===== config.mk =====
export PLATFORM = sky130hd
export DESIGN_NAME = thread_dispatch_sched_flat
export DESIGN_NICKNAME = d
export VERILOG_FILES = /design/src/rtl/thread_dispatch_sched_if.sv /design/src/rtl/thread_dispatch_sched.sv /design/src/flat_wrapper.sv
export SDC_FILE = /design/constraint.sdc
export NUM_CORES = 1
export LEC_CHECK = 0
export ABC_AREA = 1
export ABC_CLOCK_PERIOD_IN_PS = 6750
export CAP_MARGIN = 40
export CORE_AREA = 8 8 97 99
export DETAILED_ROUTE_END_ITERATION = 10
export DIE_AREA = 0 0 105 107
export GPL_TIMING_DRIVEN = 0
export PLACE_DENSITY = 0.83
export SLEW_MARGIN = 15
export SYNTH_ARGS = -nofsm -noshare
export SYNTH_HDL_FRONTEND = slang
export SYNTH_SLANG_ARGS = --single-unit
export TNS_END_PERCENT = 1

===== constraint.sdc =====
create_clock -name clk -period 6.75 [get_ports clk]
set_input_delay 1.35 -clock clk [delete_from_list [all_inputs] [get_ports clk]]
set_output_delay 1.35 -clock clk [all_outputs]
set_load 0.005 [all_outputs]

===== src/rtl/thread_dispatch_sched_if.sv =====
// Handshake bundle between the per-thread decode queues, the issue scheduler and the ALU issue ports.
// The slave modport is the scheduler side; the master modport is the side that feeds it and observes its outputs.
interface thread_dispatch_sched_if #(
    parameter int NUM_THREADS = 4,
    parameter int NUM_ALUS    = 3,
    parameter int TID_W       = 3,
    parameter int PTR_W       = 2,
    parameter int CNT_W       = 2
);
    logic [NUM_THREADS-1:0]           thread_valid;
    logic [NUM_THREADS-1:0]           thread_hazard;
    logic [NUM_THREADS-1:0]           thread_done;
    logic [NUM_ALUS-1:0]              alu_ready;
    logic [NUM_THREADS-1:0]           thread_issue;
    logic [NUM_ALUS-1:0][TID_W-1:0]   dispatch_threads;
    logic [CNT_W-1:0]                 issue_count;
    logic [31:0]                      issue_total;
    logic [PTR_W-1:0]                 rr_ptr;

    modport master (
        output thread_valid, thread_hazard, thread_done, alu_ready,
        input  thread_issue, dispatch_threads, issue_count, issue_total, rr_ptr
    );

    modport slave (
        input  thread_valid, thread_hazard, thread_done, alu_ready,
        output thread_issue, dispatch_threads, issue_count, issue_total, rr_ptr
    );
endinterface


===== src/rtl/thread_dispatch_sched.sv =====
// Round-robin issue scheduler: binds up to NUM_ALUS eligible threads per cycle to free ALUs
// in ascending ALU order and registers the per-ALU thread tags.
module thread_dispatch_sched #(
    parameter int NUM_THREADS = 4,
    parameter int NUM_ALUS    = 3,
    parameter int TID_W       = 3,
    parameter int IDLE_ID     = 4,
    parameter int ISSUE_GAP   = 0
) (
    input  logic                   clk,
    input  logic                   rst,
    thread_dispatch_sched_if.slave bus
);
    localparam int PTR_W  = (NUM_THREADS > 1) ? $clog2(NUM_THREADS) : 1;
    localparam int ALU_W  = (NUM_ALUS > 1) ? $clog2(NUM_ALUS) : 1;
    localparam int CNT_W  = $clog2(NUM_ALUS + 1);
    localparam int COOL_W = 3;
    localparam logic [TID_W-1:0] IDLE_TAG = TID_W'(IDLE_ID);

    logic [NUM_THREADS-1:0]         elig;
    logic [NUM_THREADS-1:0]         grant;
    logic [PTR_W-1:0]               rr_q, rr_d;
    logic [NUM_ALUS-1:0][TID_W-1:0] disp_q, disp_d;
    logic [CNT_W-1:0]               cnt_q, cnt_d;
    logic [31:0]                    issue_total_q, issue_total_d;
    logic [32:0]                    total_sum;

    // Per-thread eligibility and post-issue cooldown counter.
    for (genvar gi = 0; gi < NUM_THREADS; gi++) begin : g_thread
        logic [COOL_W-1:0] cool_q, cool_d;

        assign elig[gi] = bus.thread_valid[gi] & ~bus.thread_hazard[gi]
                        & ~bus.thread_done[gi] & (cool_q == '0);

        always_comb begin
            cool_d = cool_q;
            if (grant[gi]) begin
                cool_d = COOL_W'(ISSUE_GAP);
            end else if (cool_q != '0) begin
                cool_d = cool_q - COOL_W'(1);
            end
        end

        always_ff @(posedge clk or posedge rst) begin
            if (rst) begin
                cool_q <= '0;
            end else begin
                cool_q <= cool_d;
            end
        end
    end

    // Walk threads from rr_q; each eligible one takes the lowest ready ALU not yet claimed.
    always_comb begin
        int   tid;
        int   last_tid;
        logic placed;
        logic any_grant;
        logic [NUM_ALUS-1:0] alu_taken;

        grant     = '0;
        disp_d    = {NUM_ALUS{IDLE_TAG}};
        cnt_d     = '0;
        tid       = 0;
        last_tid  = 0;
        placed    = 1'b0;
        any_grant = 1'b0;
        alu_taken = '0;

        for (int k = 0; k < NUM_THREADS; k++) begin
            tid = int'(rr_q) + k;
            if (tid >= NUM_THREADS) begin
                tid = tid - NUM_THREADS;
            end
            placed = 1'b0;
            if (elig[PTR_W'(tid)]) begin
                for (int j = 0; j < NUM_ALUS; j++) begin
                    if (!placed && bus.alu_ready[ALU_W'(j)] && !alu_taken[ALU_W'(j)]) begin
                        placed                = 1'b1;
                        alu_taken[ALU_W'(j)]  = 1'b1;
                        disp_d[ALU_W'(j)]     = TID_W'(tid);
                    end
                end
            end
            if (placed) begin
                grant[PTR_W'(tid)] = 1'b1;
                cnt_d              = cnt_d + CNT_W'(1);
                last_tid           = tid;
                any_grant          = 1'b1;
            end
        end

        rr_d = any_grant ? PTR_W'((last_tid + 1) % NUM_THREADS) : rr_q;
    end

    assign total_sum     = {1'b0, issue_total_q} + {{(33 - CNT_W){1'b0}}, cnt_d};
    assign issue_total_d = total_sum[32] ? 32'hFFFF_FFFF : total_sum[31:0];

    always_ff @(posedge clk or posedge rst) begin
        if (rst) begin
            rr_q          <= '0;
            disp_q        <= {NUM_ALUS{IDLE_TAG}};
            cnt_q         <= '0;
            issue_total_q <= '0;
        end else begin
            rr_q          <= rr_d;
            disp_q        <= disp_d;
            cnt_q         <= cnt_d;
            issue_total_q <= issue_total_d;
        end
    end

    // Pops are suppressed while reset is held so upstream never loses an instruction.
    assign bus.thread_issue     = grant & ~{NUM_THREADS{rst}};
    assign bus.dispatch_threads = disp_q;
    assign bus.issue_count      = cnt_q;
    assign bus.issue_total      = issue_total_q;
    assign bus.rr_ptr           = rr_q;
endmodule


===== src/flat_wrapper.sv =====
// flat-port wrapper written by rule: the top's interface ports become plain ports
module thread_dispatch_sched_flat 
#(
    parameter int NUM_THREADS = 4,
    parameter int NUM_ALUS    = 3,
    parameter int TID_W       = 3,
    parameter int IDLE_ID     = 4,
    parameter int ISSUE_GAP   = 0
)
  (clk, rst, bus_thread_valid, bus_thread_hazard, bus_thread_done, bus_alu_ready, bus_thread_issue, bus_dispatch_threads, bus_issue_count, bus_issue_total, bus_rr_ptr);
  thread_dispatch_sched_if #(.NUM_THREADS(NUM_THREADS), .NUM_ALUS(NUM_ALUS), .TID_W(TID_W), .PTR_W(2), .CNT_W(2)) bus_i ();
  input  logic clk;
  input  logic rst;
  input wire logic [$bits(bus_i.thread_valid)-1:0] bus_thread_valid;
  input wire logic [$bits(bus_i.thread_hazard)-1:0] bus_thread_hazard;
  input wire logic [$bits(bus_i.thread_done)-1:0] bus_thread_done;
  input wire logic [$bits(bus_i.alu_ready)-1:0] bus_alu_ready;
  output wire logic [$bits(bus_i.thread_issue)-1:0] bus_thread_issue;
  output wire logic [$bits(bus_i.dispatch_threads)-1:0] bus_dispatch_threads;
  output wire logic [$bits(bus_i.issue_count)-1:0] bus_issue_count;
  output wire logic [$bits(bus_i.issue_total)-1:0] bus_issue_total;
  output wire logic [$bits(bus_i.rr_ptr)-1:0] bus_rr_ptr;
  assign bus_i.thread_valid = bus_thread_valid;
  assign bus_i.thread_hazard = bus_thread_hazard;
  assign bus_i.thread_done = bus_thread_done;
  assign bus_i.alu_ready = bus_alu_ready;
  assign bus_thread_issue = bus_i.thread_issue;
  assign bus_dispatch_threads = bus_i.dispatch_threads;
  assign bus_issue_count = bus_i.issue_count;
  assign bus_issue_total = bus_i.issue_total;
  assign bus_rr_ptr = bus_i.rr_ptr;
  thread_dispatch_sched #(.NUM_THREADS(NUM_THREADS), .NUM_ALUS(NUM_ALUS), .TID_W(TID_W), .IDLE_ID(IDLE_ID), .ISSUE_GAP(ISSUE_GAP)) u_core (.clk(clk), .rst(rst), .bus(bus_i));
endmodule

==> impl_summary.log, run 1 <==
[metrics] run status: finished clean
[metrics] source of the critical timing path: bus_thread_hazard[1]
[metrics] fill count: 768
[metrics] area overhead of the layout relative to synthesis: 23.4%
[metrics] share of the synthesized area in compound gates (AO/OA/AOI/OAI): 8.69%
[metrics] Worst Setup Start Kind: primary input
[metrics] class of the most critical setup path: in2reg
[metrics] IR Drop Worst-Case VDD: 0.225 mV
[metrics] PD cells: 394 nW/um^2
[metrics] maximum single-stage delay on the critical path: 400 ps
[metrics] vias per cell: between 5 and 6
[metrics] Worst Min Path Start: u_core.bus.issue_total[26]
[metrics] met1 wire length: 3.83 mm
[metrics] number of global-route vias before repair: 3419
[metrics] Slew Limit Fails: 0
[metrics] cell chosen for the clock root: sky130_fd_sc_hd__clkbuf_8
[metrics] insertion delay of the later-clocked pin in the worst-skew pair: 300 ps
[metrics] distinct cell type count after synthesis: 46
[metrics] number of DRC violations after detailed routing: 0
[metrics] Worst-Margin Slew: approximately 730 ps
[metrics] post-CTS clock slew at the launch and capture registers of the worst setup and hold paths: 100 ps
[metrics] Top Layer Used: met4
[metrics] wire length after detailed routing: 8.85 mm
[metrics] antenna fix cells: 0
[metrics] deepest level of the CTS H-tree: 2
[metrics] max frequency: 0.180 GHz
[metrics] buffers inserted by post-CTS timing repair: 0
[metrics] number of sinks handled by clock tree synthesis: 54
[metrics] number of flops mapped to enable cells by yosys: 0
[metrics] Core Area: slightly below 8000 sq um
[metrics] setup tns final: 0 ps
[metrics] async set-or-reset flop fraction in the synthesized netlist: 100%
[metrics] Critical R2R Launch: u_core.bus.rr_ptr[0]
[metrics] number of warnings printed during yosys synthesis: 0
[metrics] instance count after placement with tap cells included: 666
[metrics] Max-Slew Margin vs Limit: 51.0%
[metrics] dominant synthesized flop cell: sky130_fd_sc_hd__dfrtp_1
[metrics] #FFs+latches synth: 54
[metrics] count of non-filler cells in the finished layout: 674
[metrics] adder-cell share of the synthesized area: 7.56%
[metrics] setup repair after global routing missed its margin: no
[metrics] number of buffers added by the clock tree synthesis step: 5
[metrics] total global routing overflow: 0
[metrics] post-synthesis sequential area ratio: 36.2%
[metrics] leakage: about 2.2 nW
[metrics] Tightest Hold Check Type: reg2reg
[metrics] Die ar.: around 11000 sq um
[metrics] fin nets: slightly above 600
[metrics] total met3 wirelength after detailed routing: ~530 um
[metrics] max-cap viol count: 0
[metrics] share of the synthesized netlist area taken by xor and xnor gates: ~2.3%
[metrics] required time of the worst setup path: 6980 ps
[metrics] number of cell instances on the worst register-to-register path: 29
[metrics] initial core utilization: a little under half
[metrics] layout cell share with drive strength beyond 1: 12.5%
[metrics] DR pass1 iterations: 8
[metrics] Port Buf Inserts: 61
[metrics] vias post-DR: 3472
[metrics] initial detailed-routing violation count: 122
[metrics] floorplan die width: 105 um
[metrics] num rows: 33
[metrics] crit end category: register
[metrics] library cell contributing the largest single delay on the critical path: sky130_fd_sc_hd__clkdlybuf4s50_1
[metrics] Detail Placement HPWL: 7.00 mm
[metrics] maximum number of pins on one net before global-route repair: 31
[metrics] first-pass GRT wire length: 15.2 mm
[metrics] Final Util: between 50% and 60%
[metrics] hold bufs inserted after CTS: 0
[metrics] overall power consumption: 0.00182 W
[metrics] count of endpoints failing hold in the final timing report: 0
[metrics] netlist area before placement: 3740 sq um
[metrics] worst-case hold path end point: u_core.bus.issue_total[26]
[metrics] routed wire length per instance: 13.1 um
[metrics] portion of the clock cycle consumed by the worst path in the final layout: between 80% and 90%
[metrics] Worst R2R End: u_core.bus.issue_total[23]
[metrics] initial antenna violation count: 0
[metrics] met2 routed WL: 4.41 mm
[metrics] number of cells produced by synthesis: 498
[metrics] mux cell area share after synthesis: 0.267%
[metrics] most frequent CP cell: sky130_fd_sc_hd__nand2_1
[metrics] TritonCTS clock tree: yes
[metrics] leading cell type in the layout, fill and taps excluded: sky130_fd_sc_hd__nand2_1
[metrics] largest family of logic cells by synthesized area: simple AND/OR/NAND/NOR gates
[metrics] buffer depth of the longest clock path: 2
[metrics] Setup Skew: between 8 and 9 ps
[metrics] setup slack, reg-to-reg: between 1500 and 2000 ps
[metrics] average size of a mapped cell: 7.51 sq um
[metrics] fraction of the mapped netlist area in simple logic gates: 35.0%
[metrics] Final Setup Violations: 0
[metrics] Die Height: 107 um
[metrics] Hold Crit Depth: 2
[metrics] Max Fanout on Critical Path: 9
[metrics] most used cells in the layout excluding fill and tap cells: sky130_fd_sc_hd__nand2_1, sky130_fd_sc_hd__inv_1, sky130_fd_sc_hd__clkdlybuf4s50_1
[metrics] Global Route Usage Sum: 15.8%
[metrics] number of antenna-violating nets in the routed design: 0
[metrics] weighted congestion at the end of routability-driven global placement: 0.901
[metrics] Ports: 66
[metrics] CP Data Arrival Time: 5780 ps
[metrics] final critical-path required period: roughly 5600 ps
[metrics] post-cts gate resize count: 0
-- metal layers --
metal	GRT usage, %	up-vias
met5	0	-
met4	2.96	0
met3	3.30	9
met2	28.9	112
met1	18.7	1615
li1	-	1736
-- layout make-up --
cell class / instances / area (sq um) / share of cell area (%)
Multi-Input combinational cell: 353 / 2030 / 43.9
Sequential cell: 54 / 1350 / 29.3
Timing Repair Buffer: 62 / 631 / 13.7
Inverter: 85 / 319 / 6.91
Tap cell: 105 / 131 / 2.84
Clock buffer: 6 / 72.6 / 1.57
Buffer: 7 / 46.3 / 1.00
Clock inverter: 2 / 37.5 / 0.813
-- cells in the mapped netlist (6+ instances only) --
master                    instances  share of area, %
sky130_fd_sc_hd__nand2_1        116                12
sky130_fd_sc_hd__inv_1           73               7.3
sky130_fd_sc_hd__dfrtp_1         52                35
sky130_fd_sc_hd__nand3_1         40               5.3
sky130_fd_sc_hd__nor2_1          34               3.4
sky130_fd_sc_hd__ha_1            21               7.0
sky130_fd_sc_hd__o21ai_0         21               2.8
sky130_fd_sc_hd__a21oi_1         17               2.3
sky130_fd_sc_hd__nor3_1          14               1.9
sky130_fd_sc_hd__inv_2           12               1.2
sky130_fd_sc_hd__nand3_2         12               3.2
sky130_fd_sc_hd__nand4_1         12               2.0
sky130_fd_sc_hd__nor2_2           8               1.3
sky130_fd_sc_hd__nor2_4           6               1.8
-- logic make-up (layout without fill, tap and decap cells) --
family,after synthesis,after routing
AO/OA/AOI/OAI,56,56
multiplexers,1,1
buffers and inverters,92,162
AND/OR/NAND/NOR,262,262
XOR/XNOR,9,9
other,2,3
adder cells (fa/ha/maj),22,22
flip-flops,54,54
-- through the flow --
stage / area, sq um / hold WS [ps] / setup slack, ps
after floorplan: 3750 / 494 / 2030
after global placement: 4490 / 493 / 972
after detailed placement: 4510 / 496 / 941
after CTS: 4620 / 520 / 1220
after global routing: 4620 / 573 / 761
final: 4620 / 514 / 1200
-- how the worst max path moves through the flow --
| stage | end | depth (start not counted) |
|---|---|---|
| global route | u_core.bus.issue_total[23] | 29 |
| floorplan | u_core.bus.issue_total[23] | 28 |
| CTS | u_core.bus.issue_total[23] | 29 |
| finish | u_core.bus.issue_total[23] | 29 |
| detailed placement | u_core.bus.issue_total[23] | 29 |
| global placement | u_core.bus.issue_total[23] | 29 |
-- critical path: cells and delay by family --
family,cells,cell delay [ps]
fa+ha+maj,2,580
compound gates,3,440
buf+inv,5,650
simple gates,17,2240
xor+xnor,2,490
-- power breakdown --
part           switching, W  internal, W
combinational      0.000662     0.000445
sequential        0.0000695     0.000427
clock              0.000106     0.000111
-- state kept, by name, indices dropped and copies added (netlist names) --
signal                       cells
u_core.bus.issue_total          32
u_core.g_thread.cool_q          12
u_core.bus.dispatch_threads      6
u_core.bus.issue_count           2
u_core.bus.rr_ptr                2
(Power assumes the default switching activity.)
==> run 2: changes to the inputs <==
--- a/config.mk
+++ b/config.mk
@@ -6,13 +6,13 @@
 export NUM_CORES = 1
 export LEC_CHECK = 0
 export ABC_AREA = 1
-export ABC_CLOCK_PERIOD_IN_PS = 6750
+export ABC_CLOCK_PERIOD_IN_PS = 4850
 export CAP_MARGIN = 40
-export CORE_AREA = 8 8 97 99
+export CORE_AREA = 8 8 98 100
 export DETAILED_ROUTE_END_ITERATION = 10
-export DIE_AREA = 0 0 105 107
+export DIE_AREA = 0 0 106 108
 export GPL_TIMING_DRIVEN = 0
-export PLACE_DENSITY = 0.83
+export PLACE_DENSITY = 0.85
 export SLEW_MARGIN = 15
 export SYNTH_ARGS = -nofsm -noshare
 export SYNTH_HDL_FRONTEND = slang
==> constraint.sdc (replaced) <==
create_clock -name clk -period 4.85 [get_ports clk]
set_input_delay 0.97 -clock clk [delete_from_list [all_inputs] [get_ports clk]]
set_output_delay 0.97 -clock clk [all_outputs]
set_load 0.005 [all_outputs]
==> impl_summary.log, run 2 (synthesized netlist as in run 1, its figures left out) <==
[metrics] vias per cell: 5.42 (+5.3%)
[metrics] Port Buf Inserts: 61 (unchanged)
[metrics] Final Setup Violations: 0 (unchanged)
[metrics] initial antenna violation count: 0 (unchanged)
[metrics] Core Area: 8050 sq um (+1.6%)
[metrics] fin nets: 635 (+4.6%)
[metrics] worst hold-check slack: 534 ps (+20.8 ps)
[metrics] antenna fix cells: 0 (unchanged)
[metrics] number of antenna-violating nets in the routed design: 0 (unchanged)
[metrics] Hold Crit Depth: 2 (unchanged)
[metrics] max frequency: 0.214 GHz
[metrics] floorplan die width: 106 um (+0.95%)
[metrics] number of global-route vias before repair: 3694 (+8.0%)
[metrics] number of DRC violations after detailed routing: 0 (unchanged)
[metrics] max-cap viol count: 0 (unchanged)
[metrics] Critical R2R Launch: u_core.bus.rr_ptr[1]
[metrics] TritonCTS clock tree: yes
[metrics] maximum single-stage delay on the critical path: 460 ps (+60 ps)
[metrics] Tightest Hold Check Type: reg2reg
[metrics] library cell contributing the largest single delay on the critical path: sky130_fd_sc_hd__clkdlybuf4s50_1
[metrics] Detail Placement HPWL: 7.35 mm (+4.9%)
[metrics] maximum number of pins on one net before global-route repair: 33 (+6.5%)
[metrics] crit end category: register
[metrics] leading cell type in the layout, fill and taps excluded: sky130_fd_sc_hd__nand2_1
[metrics] Die ar.: 11400 sq um (+1.9%)
[metrics] CP Data Arrival Time: 4950 ps (-830 ps)
[metrics] DR pass1 iterations: 4 (-4)
[metrics] setup slack, reg-to-reg: 250 ps (-1490 ps)
[metrics] buffer depth of the longest clock path: 2 (unchanged)
[metrics] initial core utilization: 46.5% (-0.73 points)
[metrics] sequential cell fraction of total power: 25.4% (-1.9 points)
[metrics] instance count after placement with tap cells included: 666 (unchanged)
[metrics] portion of the clock cycle consumed by the worst path in the final layout: 96.5%
[metrics] number of cell instances on the worst register-to-register path: 29 (unchanged)
[metrics] Worst Setup Start Kind: primary input
[metrics] area overhead of the layout relative to synthesis: 35.2%
[metrics] class of the most critical setup path: in2reg
[metrics] IR Drop Worst-Case VDD: 0.287 mV (+27%)
[metrics] first-pass GRT wire length: 16.6 mm (+9.2%)
[metrics] Max-Slew Margin vs Limit: 24.0% (-27 points)
[metrics] run status: finished clean
[metrics] PD cells: 549 nW/um^2 (+39%)
[metrics] post-detailed-placement cell area: 4510 sq um (unchanged)
[metrics] source of the critical timing path: bus_thread_valid[3]
[metrics] Global Route Usage Sum: 17.4% (+1.6 points)
[metrics] required time of the worst setup path: 5120 ps (-1860 ps)
[metrics] number of flip-flops in the largest register: 32 (unchanged)
[metrics] Max Fanout on Critical Path: 6 (-3)
[metrics] leakage: 2.41 nW (+8.5%)
[metrics] count of endpoints failing hold in the final timing report: 0 (unchanged)
[metrics] number of sinks handled by clock tree synthesis: 54 (unchanged)
[metrics] weighted congestion at the end of routability-driven global placement: 0.921 (+2.2%)
[metrics] Worst-Margin Slew: 1130 ps (+402 ps)
[metrics] final critical-path required period: 4680 ps
[metrics] num rows: 33 (unchanged)
[metrics] total global routing overflow: 0 (unchanged)
[metrics] Power Internal: 0.00148 W (+50%)
[metrics] count of non-filler cells in the finished layout: 702 (+4.2%)
[metrics] final instance area: 5060 sq um (+9.6%)
[metrics] layout cell share with drive strength beyond 1: 22.9% (+10 points)
[metrics] initial detailed-routing violation count: 225 (+84%)
[metrics] net load switching power: 0.00130 W (+55%)
[metrics] deepest level of the CTS H-tree: 2 (unchanged)
[metrics] sw frac: 46.8% (+0.83 points)
[metrics] Slew Limit Fails: 0 (unchanged)
[metrics] end point of the critical path: u_core.bus.issue_total[31]
[metrics] insertion delay of the later-clocked pin in the worst-skew pair: 320 ps (+20 ps)
[metrics] portion of total power attributed to combinational logic: 64.4% (+3.6 points)
[metrics] setup repair after global routing missed its margin: yes
[metrics] Ports: 66 (unchanged)
[metrics] post-CTS clock slew at the launch and capture registers of the worst setup and hold paths: 110 ps (about the same)
[metrics] most used cells in the layout excluding fill and tap cells: sky130_fd_sc_hd__nand2_1, sky130_fd_sc_hd__inv_1, sky130_fd_sc_hd__clkdlybuf4s50_1
[metrics] number of buffers added by the clock tree synthesis step: 5 (unchanged)
[metrics] cell chosen for the clock root: sky130_fd_sc_hd__clkbuf_8
[metrics] Worst R2R End: u_core.bus.issue_total[31]
[metrics] Setup Skew: 10.2 ps (+1.29 ps)
[metrics] vias post-DR: 3808 (+9.7%)
[metrics] hold bufs inserted after CTS: 0 (unchanged)
[metrics] routed wire length per instance: 15.1 um (+15%)
[metrics] Die Height: 108 um (+0.93%)
[metrics] Clk network pwr share: 10.1% (-1.8 points)
[metrics] wire length after detailed routing: 10.6 mm (+20%)
## run 2: changes by cell type in the layout (fill, tap and decap cells not counted), sizes merged
| cell | previous run | this run |
|---|---|---|
| clkbuf | 8 | 9 |
| clkdlybuf4s50 | 61 | 60 |
| dlymetal6s2s | 0 | 1 |
| buf | 6 | 33 |
| inv | 85 | 86 |
| bufinv | 1 | 0 |
## run 2: per-stage QoR
stage,total power [W],setup slack (ps),TNS [ps],utilization (%)
floorplan,0.00177,510,0,-
global placement,0.00216,-443,-4360,55.7
detailed placement,0.00223,-516,-7320,56.0
CTS,0.00256,6.36,0,58.7
global route,0.00302,-99.6,-424,62.9
finish,0.00278,168,0,62.9
## run 2: critical path: cells and delay by family
family / cells / cell delay [ps]
XOR/XNOR: 2 / 320
AND/OR/NAND/NOR: 19 / 2150
adder cells (fa/ha/maj): 2 / 580
buffers and inverters: 6 / 820
AO/OA/AOI/OAI: 1 / 90
## run 2: worst min path at each step
stage | startpoint | endpoint | slack, ps
2_1_floorplan | u_core.bus.issue_total[26] | u_core.bus.issue_total[26] | 490
3_3_place_gp | u_core.bus.issue_total[26] | u_core.bus.issue_total[26] | 490
3_5_place_dp | u_core.bus.issue_total[26] | u_core.bus.issue_total[26] | 500
4_1_cts | u_core.bus.issue_total[26] | u_core.bus.issue_total[26] | 530
5_1_grt | u_core.g_thread[2].cool_q[0] | u_core.g_thread[2].cool_q[0] | 560
6_report | u_core.g_thread[1].cool_q[0] | u_core.g_thread[1].cool_q[0] | 530
## run 2: layer usage
layer	GRT usage (%)	part of all wire [%]	vias to the layer above
li1	-	-	1786
met1	19.9	40	1836
met2	31.2	50	159
met3	3.87	6.9	27
met4	6.33	2.9	0
met5	0	0	-
## run 2: final cells by class
class | count | area, sq um
Fill cell | 671 | 2990
Multi-Input combinational cell | 353 | 2250
Sequential cell | 54 | 1360
Timing Repair Buffer | 90 | 847
Inverter | 85 | 327
Tap cell | 105 | 131
Clock buffer | 6 | 82.6
Buffer | 7 | 48.8
Clock inverter | 2 | 16.3
## run 2: timing repair
item / CTS / global route
pin swaps: 10 / 28
resized for setup: 15 / 49
buffers inserted: 10 / 18
setup endpoints to repair: 11 / 35
## run 2: power groups by stage
stage / Combinational, W / Clock (W) / Sequential, W
2_1_floorplan: 0.00108 / 0 / 0.000687
3_3_place_gp: 0.00146 / 0 / 0.000700
3_5_place_dp: 0.00153 / 0 / 0.000705
4_1_cts: 0.00157 / 0.000290 / 0.000697
5_1_grt: 0.00199 / 0.000305 / 0.000722
6_report: 0.00179 / 0.000282 / 0.000707
